`config.mk`:
```
export PLATFORM = sky130hd
export DESIGN_NAME = leaf_net_iface
export DESIGN_NICKNAME = d
export VERILOG_FILES = /design/src/rtl/noc_pkg.sv /design/src/rtl/noc_sync_fifo.sv /design/src/rtl/leaf_net_iface.sv
export SDC_FILE = /design/constraint.sdc
export NUM_CORES = 1
export LEC_CHECK = 0
export CORE_MARGIN = 8
export CORE_UTILIZATION = 30
export CTS_CLUSTER_SIZE = 12
export DETAILED_ROUTE_END_ITERATION = 10
export GPL_ROUTABILITY_DRIVEN = 1
export SYNTH_ARGS = -nofsm -noshare
export SYNTH_HDL_FRONTEND = slang
export SYNTH_SLANG_ARGS = --single-unit
```
`constraint.sdc`:
```
create_clock -name i_clk -period 6.5 [get_ports i_clk]
set_input_delay 0.975 -clock i_clk [delete_from_list [all_inputs] [get_ports i_clk]]
set_output_delay 0.975 -clock i_clk [all_outputs]
set_load 0.01 [all_outputs]
```
`src/rtl/noc_pkg.sv`:
```
// Flit layout shared by the binary-tree NoC endpoints: {dest, payload}.
package noc_pkg;

    localparam int DATA_W    = 34;
    localparam int ADDR_W    = 2;
    localparam int ADDR_MSB  = DATA_W - 1;
    localparam int ADDR_LSB  = DATA_W - ADDR_W;
    localparam int PAYLOAD_W = DATA_W - ADDR_W;

    typedef logic [DATA_W-1:0]    flit_t;
    typedef logic [ADDR_W-1:0]    addr_t;
    typedef logic [PAYLOAD_W-1:0] payload_t;

    function automatic addr_t flit_addr(input flit_t flit);
        return flit[ADDR_MSB:ADDR_LSB];
    endfunction

    function automatic flit_t flit_pack(input addr_t dest, input payload_t payload);
        return {dest, payload};
    endfunction

endpackage

```
`src/rtl/noc_sync_fifo.sv`:
```
// First-word-fall-through synchronous FIFO with registered full flag.
module noc_sync_fifo #(
    parameter int Width = 8,
    parameter int Depth = 4
) (
    input  logic             clk,
    input  logic             rst_n,
    input  logic             push,
    input  logic [Width-1:0] push_data,
    input  logic             pop,
    output logic [Width-1:0] pop_data,
    output logic             full,
    output logic             empty
);

    localparam int PtrW = (Depth > 1) ? $clog2(Depth) : 1;

    logic [Width-1:0] mem [Depth];
    logic [PtrW-1:0]  wr_ptr;
    logic [PtrW-1:0]  rd_ptr;
    logic [PtrW:0]    count;
    logic [PtrW:0]    count_nxt;
    logic             do_push;
    logic             do_pop;

    assign empty    = (count == '0);
    assign do_push  = push && !full;
    assign do_pop   = pop && !empty;
    assign pop_data = empty ? '0 : mem[rd_ptr];

    always_comb begin
        count_nxt = count;
        if (do_push && !do_pop) begin
            count_nxt = count + (PtrW+1)'(1);
        end else if (!do_push && do_pop) begin
            count_nxt = count - (PtrW+1)'(1);
        end
    end

    // full is held high in reset so writers stall until the first clean cycle
    always_ff @(posedge clk) begin
        if (!rst_n) begin
            wr_ptr <= '0;
            rd_ptr <= '0;
            count  <= '0;
            full   <= 1'b1;
        end else begin
            if (do_push) wr_ptr <= wr_ptr + PtrW'(1);
            if (do_pop)  rd_ptr <= rd_ptr + PtrW'(1);
            count <= count_nxt;
            full  <= (count_nxt == (PtrW+1)'(Depth));
        end
    end

    always_ff @(posedge clk) begin
        if (do_push) mem[wr_ptr] <= push_data;
    end

endmodule

```
`src/rtl/leaf_net_iface.sv`:
```
// Leaf endpoint of the binary-tree NoC: TX FIFO toward the switch,
// 2-entry RX skid toward the PE, address checks, counters, error pulses.
module leaf_net_iface
    import noc_pkg::*;
#(
    parameter int DataWidth = DATA_W,
    parameter int AddrWidth = ADDR_W,
    parameter int MyAddr    = 0,
    parameter int FifoDepth = 4,
    parameter int CntWidth  = 16
) (
    input  logic                          i_clk,
    input  logic                          i_reset,
    input  logic [DataWidth-AddrWidth-1:0] i_pe_data,
    input  logic [AddrWidth-1:0]          i_pe_dest,
    input  logic                          i_pe_data_valid,
    output logic                          o_pe_data_ready,
    output logic [DataWidth-AddrWidth-1:0] o_pe_data,
    output logic                          o_pe_data_valid,
    input  logic                          i_pe_data_ready,
    output logic [DataWidth-1:0]          o_data,
    output logic                          o_data_valid,
    input  logic                          i_data_ready,
    input  logic [DataWidth-1:0]          i_data,
    input  logic                          i_data_valid,
    output logic                          o_data_ready,
    output logic [CntWidth-1:0]           o_tx_count,
    output logic [CntWidth-1:0]           o_rx_count,
    output logic                          o_err_self,
    output logic                          o_err_misroute
);

    localparam int PayW = DataWidth - AddrWidth;
    localparam logic [AddrWidth-1:0] MY = AddrWidth'(MyAddr);

    logic                 tx_full;
    logic                 tx_empty;
    logic                 rx_full;
    logic                 rx_empty;
    logic                 tx_self;
    logic                 rx_mine;
    logic [AddrWidth-1:0] rx_addr;

    assign tx_self = (i_pe_dest == MY);
    assign rx_addr = i_data[DataWidth-1 -: AddrWidth];
    assign rx_mine = (rx_addr == MY);

    assign o_pe_data_ready = !tx_full;
    assign o_data_valid    = !tx_empty;
    assign o_data_ready    = !rx_full;
    assign o_pe_data_valid = !rx_empty;

    noc_sync_fifo #(
        .Width (DataWidth),
        .Depth (FifoDepth)
    ) u_tx_fifo (
        .clk       (i_clk),
        .rst_n     (i_reset),
        .push      (i_pe_data_valid && !tx_self),
        .push_data ({i_pe_dest, i_pe_data}),
        .pop       (i_data_ready),
        .pop_data  (o_data),
        .full      (tx_full),
        .empty     (tx_empty)
    );

    // only payload bits are kept; the address is known to be ours
    noc_sync_fifo #(
        .Width (PayW),
        .Depth (2)
    ) u_rx_skid (
        .clk       (i_clk),
        .rst_n     (i_reset),
        .push      (i_data_valid && rx_mine),
        .push_data (i_data[PayW-1:0]),
        .pop       (i_pe_data_ready),
        .pop_data  (o_pe_data),
        .full      (rx_full),
        .empty     (rx_empty)
    );

    always_ff @(posedge i_clk) begin
        if (!i_reset) begin
            o_tx_count     <= '0;
            o_rx_count     <= '0;
            o_err_self     <= 1'b0;
            o_err_misroute <= 1'b0;
        end else begin
            o_err_self     <= i_pe_data_valid && !tx_full && tx_self;
            o_err_misroute <= i_data_valid && !rx_full && !rx_mine;
            if (o_data_valid && i_data_ready) begin
                o_tx_count <= o_tx_count + CntWidth'(1);
            end
            if (o_pe_data_valid && i_pe_data_ready) begin
                o_rx_count <= o_rx_count + CntWidth'(1);
            end
        end
    end

endmodule

```
After elaboration in Yosys (flattened, before gate mapping). Memory sizes are Yosys's and may differ from the RTL's. A register that Yosys moved wholly into a read port is not among the register bits. Index checks and enable logic that the tools add are counted.

Bits in registers: 47. Bits in writable memories: 200. Memories: 2.

Add/subtract/negate cells: 10. Equal/unequal tests: 2. Muxes and demuxes: 14. Reductions and logical operators: 28.

Memory list: u_tx_fifo.mem (words 4, bits a word 34, read ports 1, clocked after Yosys merged registers in 1, wr ports 1, RTL line noc_sync_fifo.sv:18) `logic [Width-1:0] mem [Depth];`; u_rx_skid.mem (words 2, bits a word 32, read ports 1, clocked after Yosys merged registers in 1, wr ports 1, RTL line noc_sync_fifo.sv:18).

Operator list (count): two-way mux 34 bit (1); adder 16 x 1 -> 16 bit, second input constant (2); two-way mux 32 bit (1); logical AND 1 bit (14); logical NOT 1 bit (10); two-way mux 2 bit (4); adder 2 x 1 -> 2 bit, second input constant (3); logical NOT 2 bit (3); two-way mux 1 bit (6); two-way mux 3 bit (2); adder 3 x 1 -> 3 bit, second input constant (1); == test 3 bit, second input constant (1); logical NOT 3 bit (1); subtractor 3 x 1 -> 3 bit, second input constant (1); adder 1 bit, second input constant (2); == test 2 bit, second input constant (1); subtractor 2 x 1 -> 2 bit, second input constant (1).

Longest topological paths before layout.
Word-level depth: 9. Mapped depth: 9.

Modules after synthesis. A second synthesis with hierarchy kept.

Cell total of the unflattened synthesis: 621. Area, all modules: 9944.5 um2.

By module, submodules not included: noc_sync_fifo at u_tx_fifo (instances 1, cells each 279, area each 5690.5 um2, sequential area each 4284.1 um2); noc_sync_fifo at u_rx_skid (instances 1, cells each 168, area each 2726.4 um2, sequential area each 2042.0 um2); leaf_net_iface (instances 1, cells each 174, area each 1527.7 um2, sequential area each 680.7 um2).

Worst setup path before layout. No wires, ideal clock.

Path kind: input -> register. Start point: input port i_data[33]. End point: memory u_rx_skid.mem[0][0] (netlist bit), enable pin. Arrival time: 2873 ps. Slack: 3202 ps. Stages: 2. Buffers on the path: 0. Cells stage by stage: nor4b_4 -> nor2b_1.

Word-level cells in the longest chain between the ends: 5.

RTL lines: start: declaration (RTL line leaf_net_iface.sv:24) `input logic [DataWidth-1:0] i_data,`; logical NOT 2 bit (RTL line leaf_net_iface.sv:46) `assign rx_mine = (rx_addr == MY);`; logical AND 1 bit (RTL line leaf_net_iface.sv:74) `.push (i_data_valid && rx_mine),`; logical AND 1 bit (RTL line noc_sync_fifo.sv:27) `assign do_push = push && !full;`; two-way mux 1 bit (RTL line noc_sync_fifo.sv:56) `if (do_push) mem[wr_ptr] <= push_data;`; two-way mux 1 bit (implied by the code) (RTL line noc_sync_fifo.sv:56); end: declaration (RTL line noc_sync_fifo.sv:18).

Every way passes these cells.

==> run summary <==
Chip Width = 197 µm
Ys Warns = 0
Fmax = 0.274 GHz
Tmin final = 3.65 ns
Post-CTS sizing = 0
Critical path buffers and inverters = 2
WP data required = 5.52 ns
DRT Pass-1 Iters = 4
Ratio of cells with drive above 1 in the final layout = 0.121
Sw frac = 0.275
DRC viols = 0
Core area = 32500 µm²
Cell Rows = 66
Port Buf Inserts = 177
Logic pwr share = 0.282
Status = finished clean
Hold Vio Cnt, Final = 0
Worst-Skew Late Latency = 0.52 ns
Max_cap viols = 0
Largest net degree at the start of global routing = 46
Gr usage total = 0.107
CTS Buffer Depth = 3
Setup crit start kind = flop
CP max-delay cell = mux4_2
CTS tree = yes
First-pass GRT wire length = 33100 µm
Hold crit path type = reg2reg
TritonCTS sink count = 250
Post-route ant nets = 0
Post-route cell area = 12900 µm²
Psw = 1.28 mW
Clock transition at path regs = 0.06 ns
Area added between synthesis and finish = 30.7%
RSZ-0062 raised after global routing = false
Routed via count = 5481
Crit Path Max Fanout = 34
Crit-path cells = buf_4, mux4_2, and2_1, clkdlybuf4s50_1
Initial antenna violation count = 0
Filler cell count = 3003
Clock Power Share = 0.302
Placed inst area = 12100 µm²
Layout net count = 875
# setup viols final = 0
Kind of critical path = reg2out
Clock skew = 0.0114 ns
Arrival time worst endpoint = 2.68 ns
Pwr/cell area = 361 nW/µm²
Avg Vias per Cell = 4.38
Post-synthesis area per instance = 16.2 µm²
Register area = 7010 µm²
DIE HEIGHT = 197 µm
Sequential area share after synthesis = 0.710
Post-synth design cell area = 9870 µm²
Boundary Pins = 178
Total CTS buffers = 28
Crit share post-route = 0.562
Die Area = 39000 µm²
Reg power frac = 0.415
Final WL = 21100 µm
WL/cell = 16.8 µm
P_int = 3.37 mW
Netlist cell types = 49
Slew @ Worst Pin = 1.04 ns
Synth Register Bits = 250
ANT cells = 0
Setup TNS = 0 ns
Post-Syn Instances = 609
Hold buffer count at cts = 0
Post-CTS setup repair buffer count = 0
Root Buffer = clkbuf_16
Relative slew slack = 0.306
GP Congestion = 0.705
Initial Util = 0.304
Leakage = 4.17 nW
Synth Net Count = 693
CP top delay family = buffers and inverters
Gr ovfl total = 0
Worst vdd ir = 199 µV
Max stage delay on crit path = 0.61 ns
First-iteration detailed-routing DRC count = 220
Detail Placement HPWL = 13500 µm
Multi-input gate area = 2660 µm²
H-tree Lvls = 1
Slew Viols, Final = 0
Vias in the first global route = 5823
Crit. End Element = output pin
layout by cell type (no fill, tap or decap), types with 3 or more instances in the layout:
| cell | instances |
|---|---|
| mux2i_1 | 33 |
| or3_1 | 8 |
| a21oi_1 | 11 |
| buf_4 | 3 |
| nor2_1 | 68 |
| nor3_1 | 4 |
| dfxtp_2 | 3 |
| and3_2 | 4 |
| nand2b_1 | 3 |
| and4_1 | 3 |
| ha_1 | 9 |
| clkdlybuf4s50_1 | 177 |
| dfxtp_1 | 47 |
| o21ai_0 | 10 |
| and2_1 | 37 |
| xor2_1 | 11 |
| nand2_1 | 20 |
| xnor2_1 | 17 |
| nand3_1 | 11 |
| mux4_2 | 34 |
| clkinv_2 | 4 |
| clkbuf_16 | 29 |
| edfxtp_1 | 200 |
| clkinv_1 | 4 |
| clkbuf_1 | 8 |
| inv_1 | 15 |
cells by family after synthesis:
kind of cell	Yosys count	synth area share
flops	250	0.710
simple gates	177	0.0975
mux	67	0.111
buf+inv	45	0.0218
compound gates	31	0.0203
xor+xnor	29	0.0271
fa+ha+maj	10	0.0127
sequential cells by signal (all words and copies together), names as in the netlist, 2 cells and up, named ones only:
signal	cells
o_tx_count	16
u_rx_skid.mem	64
u_tx_fifo.rd_ptr	2
u_tx_fifo.mem	136
o_rx_count	16
u_tx_fifo.count	3
u_tx_fifo.wr_ptr	2
u_rx_skid.count	2
area by class of cell:
cell class	count	share of cell area
clock inverter	12	0.00524
inverter	17	0.00494
clock buffer	37	0.0586
tap	442	0.0429
multi-input combinational	314	0.206
timing repair buffer	180	0.139
sequential	250	0.543
synth_stat cells (all sizes together):
library cell | count | area share
and2 | 38 | 0.024
nor2 | 68 | 0.026
a2bb2o | 1 | 0.0010
and2b | 1 | 0.00089
o311ai | 1 | 0.00089
edfxtp | 200 | 0.61
or3 | 8 | 0.0051
inv | 17 | 0.0065
mux4 | 34 | 0.078
nand3 | 12 | 0.0066
ha | 10 | 0.013
xnor3 | 1 | 0.0023
a21oi | 11 | 0.0056
mux2i | 33 | 0.033
nand4 | 4 | 0.0047
o21ai | 10 | 0.0051
xor2 | 11 | 0.0098
nor2b | 4 | 0.0035
xnor2 | 17 | 0.015
nor4 | 2 | 0.0034
a211oi | 4 | 0.0041
and4b | 1 | 0.0010
o211ai | 1 | 0.00076
or2 | 1 | 0.00063
and4 | 3 | 0.0027
nor4b | 1 | 0.0024
o2111a | 1 | 0.0011
a311oi | 2 | 0.0018
clkbuf | 13 | 0.0051
nor3 | 5 | 0.0030
and3 | 6 | 0.0038
nand2b | 3 | 0.0019
nand2 | 20 | 0.0076
buf | 15 | 0.010
dfxtp | 50 | 0.10
worst register-to-register path, stage by stage (launching register included):
cell	delay, ns
dfxtp_1	0.37
inv_1	0.08
ha_1	0.17
nor2b_2	0.17
inv_2	0.47
nand4_1	0.42
or3_1	0.46
a21oi_1	0.16
layer usage:
metal | global-route usage | routed length, µm
met1 | 0.136 | 9330
met2 | 0.171 | 9520
met3 | 0.0387 | 1740
met4 | 0.0281 | 485
met5 | 0 | 0
worst paths after layout:
check / startpoint / end / slack [ns] / cells past startpoint
worst max register to register: u_tx_fifo.count[1] / o_tx_count[10] / 4.11 / 7
worst min register to register: u_tx_fifo.full / o_err_self / 0.50 / 3
worst max-delay path: flop / o_data[5] / 2.85 / 4
worst min-delay path: u_tx_fifo.full / o_err_self / 0.50 / 3
power by group through the flow:
stage | registers [mW] | clock network [mW] | logic [mW]
detailed placement | 1.97 | 0 | 1.35
global route | 1.95 | 1.52 | 1.43
floorplan | 1.91 | 0 | 0.773
global placement | 1.97 | 0 | 1.35
CTS | 1.94 | 1.47 | 1.36
finish | 1.93 | 1.41 | 1.31
metrics by stage:
step	power, mW	worst slack [ns]	hold slack [ns]	util	cells
2_1_floorplan	2.68	3.20	0.474	-	609
3_3_place_gp	3.32	3.26	0.480	0.372	1203
3_5_place_dp	3.32	3.27	0.489	0.372	1203
4_1_cts	4.76	2.73	0.499	0.398	1252
5_1_grt	4.91	2.64	0.535	0.398	1252
6_report	4.65	2.85	0.495	0.398	1252
No activity file was read; power rests on OpenSTA's default activity.
